<file path="src/rtl/sample_iterator_ctrl_if.sv">
// ---------------------------------------------------------------------------
// sample_iterator_ctrl_if
// Bundles the setup-side triangle handoff (R13) and the sample-test-side
// sample stream (R14) of the sample iterator.
//
// Handshake semantics:
//   R13: setup presents tri/color/box/step with validTri_R13H=1 and must hold
//        them until halt_R13H=0; a triangle is taken in any cycle where
//        validTri_R13H=1 and halt_R13H=0.
//   R14: validSamp_R14H=1 marks sample_R14S as a real sample; while
//        halt_R14H=1 every R14 output holds, so a sample is consumed on each
//        clock edge where validSamp_R14H=1 and halt_R14H=0.
//
// Modports:
//   master - setup / sample-test side (drives R13 inputs and halt_R14H)
//   slave  - the iterator
// ---------------------------------------------------------------------------
interface sample_iterator_ctrl_if #(
    parameter int SIGFIG = 24,
    parameter int VERTS  = 3,
    parameter int AXIS   = 3,
    parameter int COLORS = 3
);
    logic [VERTS-1:0][AXIS-1:0][SIGFIG-1:0] tri_R13S;
    logic [COLORS-1:0][SIGFIG-1:0]          color_R13U;
    logic [1:0][1:0][SIGFIG-1:0]            box_R13S;      // [0]=ll, [1]=ur; [.][0]=x, [.][1]=y
    logic                                   validTri_R13H;
    logic [SIGFIG-1:0]                      step_R13U;
    logic                                   halt_R13H;
    logic                                   halt_R14H;
    logic [VERTS-1:0][AXIS-1:0][SIGFIG-1:0] tri_R14S;
    logic [COLORS-1:0][SIGFIG-1:0]          color_R14U;
    logic [1:0][SIGFIG-1:0]                 sample_R14S;   // [0]=x, [1]=y
    logic                                   validSamp_R14H;

    modport master (
        output tri_R13S, color_R13U, box_R13S, validTri_R13H, step_R13U, halt_R14H,
        input  halt_R13H, tri_R14S, color_R14U, sample_R14S, validSamp_R14H
    );

    modport slave (
        input  tri_R13S, color_R13U, box_R13S, validTri_R13H, step_R13U, halt_R14H,
        output halt_R13H, tri_R14S, color_R14U, sample_R14S, validSamp_R14H
    );
endinterface

</file>
<file path="src/rtl/sample_iterator_ctrl.sv">
// ---------------------------------------------------------------------------
// sample_iterator_ctrl
// Takes one triangle plus bounding box from setup and walks every sample
// position in the box in raster order (x fastest, then y), issuing one
// sample/triangle pair per cycle to the sample test stage. Setup is
// back-pressured (halt_R13H) for the whole time a triangle is iterated.
//
// Ports:
//   clk          clock
//   rst          asynchronous reset, active low
//   bus          sample_iterator_ctrl_if.slave (R13 triangle in, R14 samples out)
//   state_dbg_o  current FSM state (0=WAIT, 1=TEST)
// ---------------------------------------------------------------------------
module sample_iterator_ctrl #(
    parameter int SIGFIG = 24,
    parameter int RADIX  = 10,
    parameter int VERTS  = 3,
    parameter int AXIS   = 3,
    parameter int COLORS = 3
) (
    input  logic                        clk,
    input  logic                        rst,
    sample_iterator_ctrl_if.slave       bus,
    output logic                        state_dbg_o
);

    // Positions carry RADIX fraction bits; at least one integer bit must remain.
    if (RADIX >= SIGFIG) begin : g_bad_radix
        $error("RADIX must be smaller than SIGFIG");
    end

    typedef enum logic {
        S_WAIT = 1'b0,
        S_TEST = 1'b1
    } state_t;

    state_t                                 state_q, state_d;
    logic [VERTS-1:0][AXIS-1:0][SIGFIG-1:0] tri_q, tri_d;
    logic [COLORS-1:0][SIGFIG-1:0]          color_q, color_d;
    logic signed [SIGFIG-1:0]               llx_q, llx_d;
    logic signed [SIGFIG-1:0]               urx_q, urx_d;
    logic signed [SIGFIG-1:0]               ury_q, ury_d;
    logic [SIGFIG-1:0]                      step_q, step_d;
    logic signed [SIGFIG-1:0]               x_q, x_d;
    logic signed [SIGFIG-1:0]               y_q, y_d;
    logic                                   valid_q, valid_d;

    logic                                   accept;
    logic                                   box_legal;
    // One extra bit so stepping past the most positive coordinate cannot
    // wrap negative and restart the walk.
    logic signed [SIGFIG:0]                 nx, ny, urx_ext, ury_ext;

    assign accept = bus.validTri_R13H && (state_q == S_WAIT);

    assign box_legal = ($signed(bus.box_R13S[0][0]) <= $signed(bus.box_R13S[1][0])) &&
                       ($signed(bus.box_R13S[0][1]) <= $signed(bus.box_R13S[1][1])) &&
                       (bus.step_R13U != '0);

    assign nx      = $signed({x_q[SIGFIG-1], x_q}) + $signed({1'b0, step_q});
    assign ny      = $signed({y_q[SIGFIG-1], y_q}) + $signed({1'b0, step_q});
    assign urx_ext = $signed({urx_q[SIGFIG-1], urx_q});
    assign ury_ext = $signed({ury_q[SIGFIG-1], ury_q});

    always_comb begin
        state_d = state_q;
        tri_d   = tri_q;
        color_d = color_q;
        llx_d   = llx_q;
        urx_d   = urx_q;
        ury_d   = ury_q;
        step_d  = step_q;
        x_d     = x_q;
        y_d     = y_q;
        valid_d = valid_q;

        case (state_q)
            S_WAIT: begin
                valid_d = 1'b0;
                // An illegal box is still consumed (halt_R13H is low), just dropped.
                if (accept && box_legal) begin
                    state_d = S_TEST;
                    tri_d   = bus.tri_R13S;
                    color_d = bus.color_R13U;
                    llx_d   = bus.box_R13S[0][0];
                    urx_d   = bus.box_R13S[1][0];
                    ury_d   = bus.box_R13S[1][1];
                    step_d  = bus.step_R13U;
                    x_d     = bus.box_R13S[0][0];
                    y_d     = bus.box_R13S[0][1];
                    valid_d = 1'b1;
                end
            end
            S_TEST: begin
                if (!bus.halt_R14H) begin
                    if (nx <= urx_ext) begin
                        x_d = nx[SIGFIG-1:0];
                    end else if (ny <= ury_ext) begin
                        x_d = llx_q;
                        y_d = ny[SIGFIG-1:0];
                    end else begin
                        // Last sample retired; position is left as-is so the
                        // sample output keeps its final value in WAIT.
                        state_d = S_WAIT;
                        valid_d = 1'b0;
                    end
                end
            end
            default: begin
                state_d = S_WAIT;
                valid_d = 1'b0;
            end
        endcase
    end

    always_ff @(posedge clk or negedge rst) begin
        if (!rst) begin
            state_q <= S_WAIT;
            tri_q   <= '0;
            color_q <= '0;
            llx_q   <= '0;
            urx_q   <= '0;
            ury_q   <= '0;
            step_q  <= '0;
            x_q     <= '0;
            y_q     <= '0;
            valid_q <= 1'b0;
        end else begin
            state_q <= state_d;
            tri_q   <= tri_d;
            color_q <= color_d;
            llx_q   <= llx_d;
            urx_q   <= urx_d;
            ury_q   <= ury_d;
            step_q  <= step_d;
            x_q     <= x_d;
            y_q     <= y_d;
            valid_q <= valid_d;
        end
    end

    assign bus.halt_R13H      = (state_q == S_TEST);
    assign bus.tri_R14S       = tri_q;
    assign bus.color_R14U     = color_q;
    assign bus.sample_R14S    = {y_q, x_q};
    assign bus.validSamp_R14H = valid_q;
    assign state_dbg_o        = state_q;

endmodule

</file>
<file path="src/flat_wrapper.sv">
// flat-port wrapper written by rule: the top's interface ports become plain ports
module sample_iterator_ctrl_flat 
#(
    parameter int SIGFIG = 24,
    parameter int RADIX  = 10,
    parameter int VERTS  = 3,
    parameter int AXIS   = 3,
    parameter int COLORS = 3
)
  (clk, rst, state_dbg_o, bus_tri_R13S, bus_color_R13U, bus_box_R13S, bus_validTri_R13H, bus_step_R13U, bus_halt_R14H, bus_halt_R13H, bus_tri_R14S, bus_color_R14U, bus_sample_R14S, bus_validSamp_R14H);
  sample_iterator_ctrl_if #(.SIGFIG(SIGFIG), .VERTS(VERTS), .AXIS(AXIS), .COLORS(COLORS)) bus_i ();
  input  logic clk;
  input  logic rst;
  output logic state_dbg_o;
  input wire logic [$bits(bus_i.tri_R13S)-1:0] bus_tri_R13S;
  input wire logic [$bits(bus_i.color_R13U)-1:0] bus_color_R13U;
  input wire logic [$bits(bus_i.box_R13S)-1:0] bus_box_R13S;
  input wire logic [$bits(bus_i.validTri_R13H)-1:0] bus_validTri_R13H;
  input wire logic [$bits(bus_i.step_R13U)-1:0] bus_step_R13U;
  input wire logic [$bits(bus_i.halt_R14H)-1:0] bus_halt_R14H;
  output wire logic [$bits(bus_i.halt_R13H)-1:0] bus_halt_R13H;
  output wire logic [$bits(bus_i.tri_R14S)-1:0] bus_tri_R14S;
  output wire logic [$bits(bus_i.color_R14U)-1:0] bus_color_R14U;
  output wire logic [$bits(bus_i.sample_R14S)-1:0] bus_sample_R14S;
  output wire logic [$bits(bus_i.validSamp_R14H)-1:0] bus_validSamp_R14H;
  assign bus_i.tri_R13S = bus_tri_R13S;
  assign bus_i.color_R13U = bus_color_R13U;
  assign bus_i.box_R13S = bus_box_R13S;
  assign bus_i.validTri_R13H = bus_validTri_R13H;
  assign bus_i.step_R13U = bus_step_R13U;
  assign bus_i.halt_R14H = bus_halt_R14H;
  assign bus_halt_R13H = bus_i.halt_R13H;
  assign bus_tri_R14S = bus_i.tri_R14S;
  assign bus_color_R14U = bus_i.color_R14U;
  assign bus_sample_R14S = bus_i.sample_R14S;
  assign bus_validSamp_R14H = bus_i.validSamp_R14H;
  sample_iterator_ctrl #(.SIGFIG(SIGFIG), .RADIX(RADIX), .VERTS(VERTS), .AXIS(AXIS), .COLORS(COLORS)) u_core (.clk(clk), .rst(rst), .bus(bus_i), .state_dbg_o(state_dbg_o));
endmodule
</file>
<file path="config.mk">
export PLATFORM = sky130hd
export DESIGN_NAME = sample_iterator_ctrl_flat
export DESIGN_NICKNAME = d
export VERILOG_FILES = /design/src/rtl/sample_iterator_ctrl_if.sv /design/src/rtl/sample_iterator_ctrl.sv /design/src/flat_wrapper.sv
export SDC_FILE = /design/constraint.sdc
export NUM_CORES = 1
export LEC_CHECK = 0
export CORE_AREA = 2 2 296 298
export DETAILED_ROUTE_END_ITERATION = 10
export DIE_AREA = 0 0 298 300
export DONT_BUFFER_PORTS = 1
export PLACE_DENSITY_LB_ADDON = 0.1
export SLEW_MARGIN = 25
export SYNTH_ARGS = -nofsm -noshare
export SYNTH_HDL_FRONTEND = slang
export SYNTH_SLANG_ARGS = --single-unit
</file>
<file path="constraint.sdc">
create_clock -name clk -period 4.85 [get_ports clk]
set_clock_uncertainty 0.2 [all_clocks]
set_input_delay 0.7275 -clock clk [delete_from_list [all_inputs] [get_ports clk]]
set_output_delay 0.7275 -clock clk [all_outputs]
set_load 0.05 [all_outputs]
</file>
==> impl_metrics.tcl, run 1 <==
set metrics [dict create \
    status "finished, violations left" \
    violations "hold timing, slew limit, setup timing" \
    path_common_cell "buf_4" \
    max_slew.worst_pin.slew_ns 2.381 \
    fp.coreArea_um2 86210 \
    dr.first_iter.drc_count 755 \
    syn2layout_area_growth_pct 40.37 \
    grt_max_degree 435 \
    cts_num_sinks 434 \
    crit_type "reg2reg" \
    vias 16250 \
    clkLatencyLatePin_ns 0.64 \
    seq_area_frac_synth_pct 49.73 \
    synth_area_um2 21840 \
    yosys-top-cells-count "dfrtp_1, mux2_2, ha_1" \
    synth.ff_latch_count 434 \
    cp_max_fo 5 \
    critPathMaxStageDelay_ns 0.46 \
    syn_nets 2369 \
    fillCellCount 8553 \
    r2r-end "u_core.y_q[20]" \
    hold_path_class "in2async" \
    seq_area_um2 10870 \
    holdWs_ns -0.3973 \
    rows 108 \
    rsz0062_at_grt "true" \
    antenna_found_initial 8 \
    cap_viol_max_count 0 \
    r2r_slack_ns -0.08 \
    async_reset_ff_share_pct 100.0 \
    period_share_pct 101.7 \
    dieArea_um2 89400 \
    yosysWarnings 0 \
    rr_startpoint "u_core.x_q[12]" \
    synth_cells 1809 \
    grt_pass1_wl_mm 118.3 \
    numCtsBuffers 55 \
    remaining_drc_errors 0 \
    crit_arrival_ns 5.27 \
    multi_input_area_um2 10570 \
    setup_tns_ns -1.147 \
    routed_via_density 4.549 \
    synth_area_per_cell_um2 12.07 \
    htree_num_levels 2 \
    drt_first_pass_iters 6 \
    port_buffers 0 \
    finalHoldViolations 235 \
    finalMaxSlewViolations 243 \
    setup_ws_ns -0.08118 \
    hpwl_mm 60.07 \
    fin_crit_ns 4.931 \
    gp_congestion 0.7954 \
    grt_overflow 0 \
    timing.slew.headroom_pct -58.75 \
    synth_most_common_cell "dfrtp_1" \
    cts_tree "yes" \
    synth_top_area_share_pct 49.73 \
    grt_pass1_vias 17400 \
    yosys_most_used_dff "dfrtp_1" \
    start_util_pct 25.33 \
    critPathBufInv 9 \
    crit_cells 25 \
    synth-edff-count 0 \
    start_kind "flop" \
    root_buffer "clkbuf_16" \
    fin_nets 2925 \
    yosys.area.top_type "dfrtp_1" \
    chipHeight_um 300 \
    path_clk_slew_ns 0.06 \
    grt_usage_pct 17.64 \
    die_w_um 298 \
    wl_mm 82.14 \
    cts.path.max_buffers 3 \
    ys_types 63 \
    ant_nets 0 \
    ctsHoldBuffers 339 \
    utilization_pct 35.56 \
    max_freq_ghz 0.2028 \
    io_pins 751 \
    ff2ff_path_depth 25 \
    yosys-top-cells-area "dfrtp_1, mux2_2, ha_1, o21ai_0, a21oi_1" \
    setup_viol 30 \
    path_delay_family "simple AND/OR/NAND/NOR gates" \
    cp.required_ns 5.19 \
    drive_gt1_share_pct 31.38 \
    cp-end-kind "flop" \
    slowest_stage "or4_1" \
    avgRoutedWirePerCell_um 23.00 \
]
-- cells in the final DEF, fill, tap and decap left out, drive strengths merged, types with 5 or more instances in the layout --
cell         synthesis  routed
dfrtp              434     434
mux2               359     359
dlygate4sd3          0     339
buf                 49     224
ha                 146     146
inv                112     117
nand2              112     112
o21ai              110     110
a21oi               97      97
clkbuf              18      83
nor2                65      65
mux2i               46      46
a21o                33      33
xnor2               28      28
nand4               23      23
nand3               17      17
nor2b               13      13
nor4                12      12
xor2                11      11
nor3                10      10
o211ai               9       9
nand2b               9       9
a211oi               9       9
o21a                 8       8
and3                 8       8
clkinv               0       8
diode                0       7
o21bai               7       7
a31oi                6       6
and4                 5       5
a221oi               5       5
-- routing by layer --
metal / vias to the layer above / routed length, µm / global-route usage, %
met1: 8037 / 33780 / 21.28
met4: 0 / 1906 / 4.547
li1: 7593 / - / -
met2: 510 / 40140 / 30.27
met3: 106 / 6310 / 5.687
met5: - / 0 / 0
-- flip-flops by register name, summed over array words and instances (netlist names) --
signal and count:
u_core.x_q 24, u_core.step_q 24, u_core.bus.validSamp_R14H 1, u_core.bus.tri_R14S 216, u_core.bus.halt_R13H 1, u_core.bus.color_R14U 72, u_core.urx_q 24, u_core.llx_q 24
u_core.y_q 24, u_core.ury_q 24
-- cell type report --
class                           count  area share, %
Clock inverter                     20         0.8367
Antenna cell                        7        0.05714
Tap cell                         1155          4.714
Clock buffer                       81          5.363
Timing Repair Buffer              566          17.72
Sequential cell                   434          35.46
Inverter                          112          1.371
Multi-Input combinational cell   1196          34.48
-- cell families (layout without fill, tap and decap cells) --
kind of cell	count (synthesis)	after routing	synth area share, %
simple gates	295	295	6.503
other cells	0	7	0
xor+xnor	39	39	1.564
mux	405	405	21.02
buf+inv	179	779	4.125
fa+ha+maj	148	148	8.548
flops	434	434	49.73
compound gates	309	309	8.514
-- metrics by stage --
stage	std cells	setup WS, ns	area (µm²)
final	3571	-0.08118	30660
after global routing	3566	-0.3017	30640
after CTS	3555	-0.1089	30350
after detailed placement	3101	-0.2950	24540
after global placement	3101	-0.3275	24540
after floorplan	1809	0.01038	21860
-- worst max-delay path by stage --
stage,start,endpoint,slack (ns)
3_3_place_gp,u_core.step_q[0],u_core.x_q[5],-0.33
3_5_place_dp,u_core.step_q[0],u_core.bus.validSamp_R14H,-0.29
2_1_floorplan,u_core.x_q[0],u_core.x_q[10],0.01
4_1_cts,u_core.step_q[0],u_core.x_q[8],-0.11
5_1_grt,u_core.step_q[12],u_core.y_q[20],-0.30
6_report,u_core.x_q[12],u_core.y_q[20],-0.08
-- what timing repair did --
action                                  CTS  global route
setup buffers                            10            10
gates cloned                              6             2
endpoints found under the setup margin   50            50
gates resized for setup                  77            57
hold endpoints to repair                774           434
pin swaps                                45            25
Power of run 1 is left out: the tool's default activity adds up to more than one toggle a clock period on the data nets, which glitch-free logic cannot reach.
==> run 2, diff against run 1 <==
ABC_CLOCK_PERIOD_IN_PS = 4850   (was default)
CTS_CLUSTER_SIZE = 14   (was default)
==> results of run 2 <==
Same layout as run 1: the final DEF is identical, and so are final timing and power.
Power of run 2 is left out for the same reason.
==> RTL change 1: new RTL, config.mk and constraints of run 2 <==
Make the reset (`rst`) synchronous in one clocked block. Comments in the files are not updated.
--- a/src/rtl/sample_iterator_ctrl.sv
+++ b/src/rtl/sample_iterator_ctrl.sv
@@ -113,7 +113,7 @@
         endcase
     end
 
-    always_ff @(posedge clk or negedge rst) begin
+    always_ff @(posedge clk) begin
         if (!rst) begin
             state_q <= S_WAIT;
             tri_q   <= '0;
Behaviour: not the same (a bounded check fails within 4 cycles, from zero or initial values and one cycle with rst low; the reset may be asserted at any time).
==> RTL change 1 against run 2 <==
Non-clock buffer count decreased by 358; sequential cell count stayed put; synthesized area decreased by 5.0%; the flow finishes with violations (setup timing); global-route usage barely moved; routed wire length is 1.4% higher; via count rose by 0.47%; setup slack better by 0.024 ns; critical endpoint is now u_core.y_q[23]; first-iteration DRC count is 4.0% higher; design area shrank 15%.
==> RTL change 1: results (changes against run 2) <==
[worst_hold_path]
hold_class = in -> reg

[global_routing]
grt_max_degree = 125  ; -71%
grt_pass1_vias = 16600  ; -4.7%
grt_pass1_wl_um = 118000  ; -0.50%
antenna_found_initial = 4  ; -4
grt.total_usage_pct = 17.6  ; about the same
overflow = 0  ; unchanged

[drt]
routedWlPerCell_um = 23.4  ; +1.8%
drt_wl_total_um = 83300  ; +1.4%
drtPass1Iterations = 7  ; +1
vias = 16300  ; +0.47%
ant_nets = 0  ; unchanged
first_iter_violations = 785  ; +4.0%

[yosys]
synth-xor-area-share_pct = 1.77  ; +0.21 points
synthMuxAreaShare_pct = 20.3  ; -0.74 points
ys_types = 62  ; -1.6%
synthTopCellsByArea = dfxtp_1 (42%), mux2i_1 (20%), ha_1 (8.8%), nor2_1 (8.3%), a21oi_1 (2.4%)
syn-num-nets = 2768  ; +17%
synth_common_cells = nor2_1 (461), dfxtp_1 (434), mux2i_1 (417), ha_1 (146), inv_1 (118)
synthFlopType = dfxtp_1
async_flop_share_pct = 0  ; -100 points
synth_compound_area_share_pct = 9.58  ; +1.1 points
netlist_instances = 2208  ; +22%
synthAdderAreaFrac_pct = 8.99  ; +0.45 points
yosysWarningCount = 0  ; unchanged
ys_seq_area_share_pct = 41.9  ; -7.9 points

[placement]
port_buffers = 0  ; unchanged
dp_slack_ns = -0.535  ; -0.240 ns
finalWeightedCongestion = 0.846  ; +6.4%
dpl.cell_count = 3438  ; +11%
hpwl_um = 65900  ; +9.7%
place_area_um2 = 23300  ; -5.2%

[critical_path]
path_delay_family = compound AO/OA/AOI/OAI gates
crit_fanout = 5  ; unchanged
slowest_delay_ns = 0.38  ; -0.08 ns
critPathSlowestCell = nor4_4

[clocking]
cts.clk_slew.worst_paths_ns = 0.06  ; about the same
clock_latency_ns = 0.60  ; -0.04 ns
root_buffer = clkbuf_16
cts_buffer_depth = 3  ; unchanged
cts_buffers = 53  ; -3.6%
htree_num_levels = 2  ; unchanged

[sta]
setup_viol = 35  ; +17%
setup_slack_ns = -0.0571  ; +0.0241 ns
tns_ns = -1.03  ; +0.122 ns
drv_slew = 0  ; -100%
worst_pin_slew_ns = 0.871  ; -1.51 ns

[finish]
fin_nets = 2920  ; -0.17%
layout-drive-gt1-share_pct = 17.0  ; -14 points
n_antenna_cell = 0  ; -7
largest_reg_flops = 216  ; unchanged

[pwr]
power_leakage_nw = 10.3
irDropWorstVdd_mv = 0.329

[outcome]
violations = setup timing
status = finished, violations left

[RTL change 1: power by group]
group	leakage [nW]	switching, mW	internal [mW]
registers	3.53	1.12	4.02
logic	5.80	3.93	2.92
clock network	0.934	1.64	2.62
total	10.3	6.70	9.55
[RTL change 1: routing by layer]
layer	up-vias	part of all wire (%)	track usage, %
met1	7722	40	20.7
met2	559	51	32.3
met4	0	1.8	3.58
li1	7954	-	-
met3	87	6.8	4.50
met5	-	0	0
[RTL change 1: repair_timing]
item,in CTS,in global routing
endpoints found under the setup margin,49,50
hold buffers,0,0
pin swaps,39,62
setup buffers,7,11
gates resized for setup,53,70
cloned,2,5
[RTL change 1: layout make-up]
type,instances,area (um2)
clock buffers,75,1610
clock inverters,21,268
fillers,9131,60300
inverters,119,454
multi-input cells,1544,11500
flip-flops and latches,434,8710
well taps,1155,1450
repair buffers,208,1930
[RTL change 1: worst register-to-register path, cell delays in order (launching register included)]
cell and delay, ns:
dfxtp_2 0.34, ha_4 0.16, inv_2 0.05, fa_2 0.22, nor2b_4 0.05, o2111ai_4 0.21
nand4_1 0.24, a2111oi_4 0.37, buf_4 0.20, nor2_4 0.05, a211oi_2 0.31, xnor2_2 0.15
ha_4 0.29, nand4_1 0.16, nor4_4 0.38, o311ai_2 0.16, nand3_1 0.13, o211a_4 0.22
o21ai_2 0.08, a2bb2oi_4 0.27, buf_12 0.18, buf_12 0.11, clkbuf_16 0.15, a31oi_1 0.09
[RTL change 1: logic make-up after synthesis]
| kind of cell | Yosys count |
|---|---|
| buffers and inverters | 230 |
| AOI/OAI and AO/OA | 301 |
| adders and majority gates | 148 |
| xor gates and xnor gates | 42 |
| DFF | 434 |
| and+or+nand+nor | 633 |
| muxes | 420 |
[RTL change 1: path summary, 6_finish.rpt]
path	start	to	slack (ns)	cells after the start
setup / recovery	u_core.x_q[0]	u_core.y_q[23]	-0.06	23
hold / removal	rst	u_core.y_q[18]	0.07	2
setup reg to reg	u_core.x_q[0]	u_core.y_q[23]	-0.06	23
hold reg to reg	u_core.urx_q[20]	u_core.urx_q[20]	0.29	2
==> RTL change 2: new RTL, config.mk and constraints of run 2 <==
Made on the original files. `VERTS` is set to 3 in 3 places; all go to 2.
--- a/src/rtl/sample_iterator_ctrl_if.sv
+++ b/src/rtl/sample_iterator_ctrl_if.sv
@@ -17,7 +17,7 @@
 // ---------------------------------------------------------------------------
 interface sample_iterator_ctrl_if #(
     parameter int SIGFIG = 24,
-    parameter int VERTS  = 3,
+    parameter int VERTS  = 2,
     parameter int AXIS   = 3,
     parameter int COLORS = 3
 );
--- a/src/rtl/sample_iterator_ctrl.sv
+++ b/src/rtl/sample_iterator_ctrl.sv
@@ -14,7 +14,7 @@
 module sample_iterator_ctrl #(
     parameter int SIGFIG = 24,
     parameter int RADIX  = 10,
-    parameter int VERTS  = 3,
+    parameter int VERTS  = 2,
     parameter int AXIS   = 3,
     parameter int COLORS = 3
 ) (
--- a/src/flat_wrapper.sv
+++ b/src/flat_wrapper.sv
@@ -3,7 +3,7 @@
 #(
     parameter int SIGFIG = 24,
     parameter int RADIX  = 10,
-    parameter int VERTS  = 3,
+    parameter int VERTS  = 2,
     parameter int AXIS   = 3,
     parameter int COLORS = 3
 )
Ports: changed (resized bus_tri_R13S and bus_tri_R14S); port bits go from 751 to 607. The function was not compared with the original's and may differ.
==> RTL change 2 against run 2 <==
The flow finishes with violations (hold timing, setup timing); utilization down 6.6 points; synthesized area fell by 12%; routed wire length fell by 14%; design area is 19% lower; via count is 17% lower; sequential cell count is 72 lower; setup slack lost 0.039 ns.
Power is left out: the tool's default activity adds up to more than one toggle a clock period on the data nets, which glitch-free logic cannot reach.
==> RTL change 2: results (changes against run 2) <==
[floorplanning]
die-area_um2 = 89400  ; unchanged

[outcome]
status = finished, violations left
violations = hold timing, setup timing

[placement]
hpwl_um = 54200  ; -9.7%
dpl.cell_count = 2927  ; -5.6%
finalWeightedCongestion = 0.805  ; +1.2%
place_area_um2 = 22000  ; -10%

[sta]
tns_ns = -2.81  ; -1.66 ns
setup_viol = 43  ; +43%
setup_slack_ns = -0.121  ; -0.0394 ns
hold_viol = 362  ; +54%
holdWs_ns = -0.363  ; +0.0345 ns
relSlewSlack_pct = 23.0  ; +82 points

[finish]
fin_nets = 2360  ; -19%
buffer_area_share_pct = 8.67  ; -9.1 points
largest_reg_flops = 144  ; -33%
utilization_pct = 29.0  ; -6.6 points
multi_input_area_share_pct = 40.7  ; +6.2 points
nFillCells = 9006  ; +5.3%
n_clock_buffer = 59  ; -27%
buffers = 241  ; -57%
n_all_inverters = 125  ; +12%
seq_share_pct = 36.4  ; +0.90 points
clock_area_share_pct = 6.58  ; +0.38 points
multi_input_cells = 1094  ; -8.5%

[global_routing]
grt.total_usage_pct = 15.3  ; -2.3 points
grt_pass1_wl_um = 102000  ; -14%
grtUsageMet1_pct = 17.2  ; -4.0 points
grtUsageMet2_pct = 27.8  ; -2.4 points
grt_pass1_vias = 14700  ; -15%
antenna_found_initial = 7  ; -1
grt_max_degree = 363  ; -17%

[yosys]
ys_seq_area_share_pct = 46.9  ; -2.8 points
synthTopCellsByArea = dfrtp_1 (47%), mux2_1 (13%), ha_1 (9.5%), mux2_2 (4.8%), a21oi_1 (2.6%)
synthFlopType = dfrtp_1
syn-num-nets = 2135  ; -9.9%
synth_common_cells = dfrtp_1 (362), mux2_1 (223), ha_1 (146), inv_1 (125), a21oi_1 (100)
syn_area_per_cell_um2 = 11.7  ; -2.9%

[critical_path]
critPathSlowestCell = nor4b_4
path_delay_family = compound AO/OA/AOI/OAI gates
slowest_delay_ns = 0.44  ; -0.02 ns
rr_worst_depth = 20  ; -20%
reg2reg_from = u_core.step_q[0]

[drt]
first_iter_violations = 506  ; -33%
vias = 13400  ; -17%
routedWlPerCell_um = 23.0  ; +0.14%
drt_wl_total_um = 70700  ; -14%

[clocking]
cts_buffers = 48  ; -13%
clock_latency_ns = 0.59  ; -0.05 ns
clock_sinks = 362  ; -17%

==> RTL change 2: logic make-up (layout without fill, tap and decap cells) <==
group,count (synthesis),after routing,share of synthesized area (%)
xor gates and xnor gates,42,42,1.91
DFF,362,362,46.9
and+or+nand+nor,249,249,6.35
AOI/OAI and AO/OA,303,303,9.92
muxes,352,352,20.8
adders and majority gates,148,148,9.67
other,0,7,0
buffers and inverters,191,450,4.44
==> RTL change 2: what timing repair did <==
| item | in CTS | in global routing |
|---|---|---|
| gates resized for setup | 90 | 75 |
| pin swaps | 54 | 68 |
| endpoints found under the hold margin | 362 | 362 |
| setup endpoints to repair | 48 | 48 |
| gates cloned | 3 | 3 |
| buffers inserted | 26 | 23 |
==> RTL change 2: per-layer routing <==
layer | part of all wire (%) | routed length (um) | vias up
met2 | 52 | 36500 | 375
met3 | 7.7 | 5470 | 79
met4 | 1.7 | 1230 | 0
met5 | 0 | 0 | -
met1 | 39 | 27500 | 6645
li1 | - | - | 6349
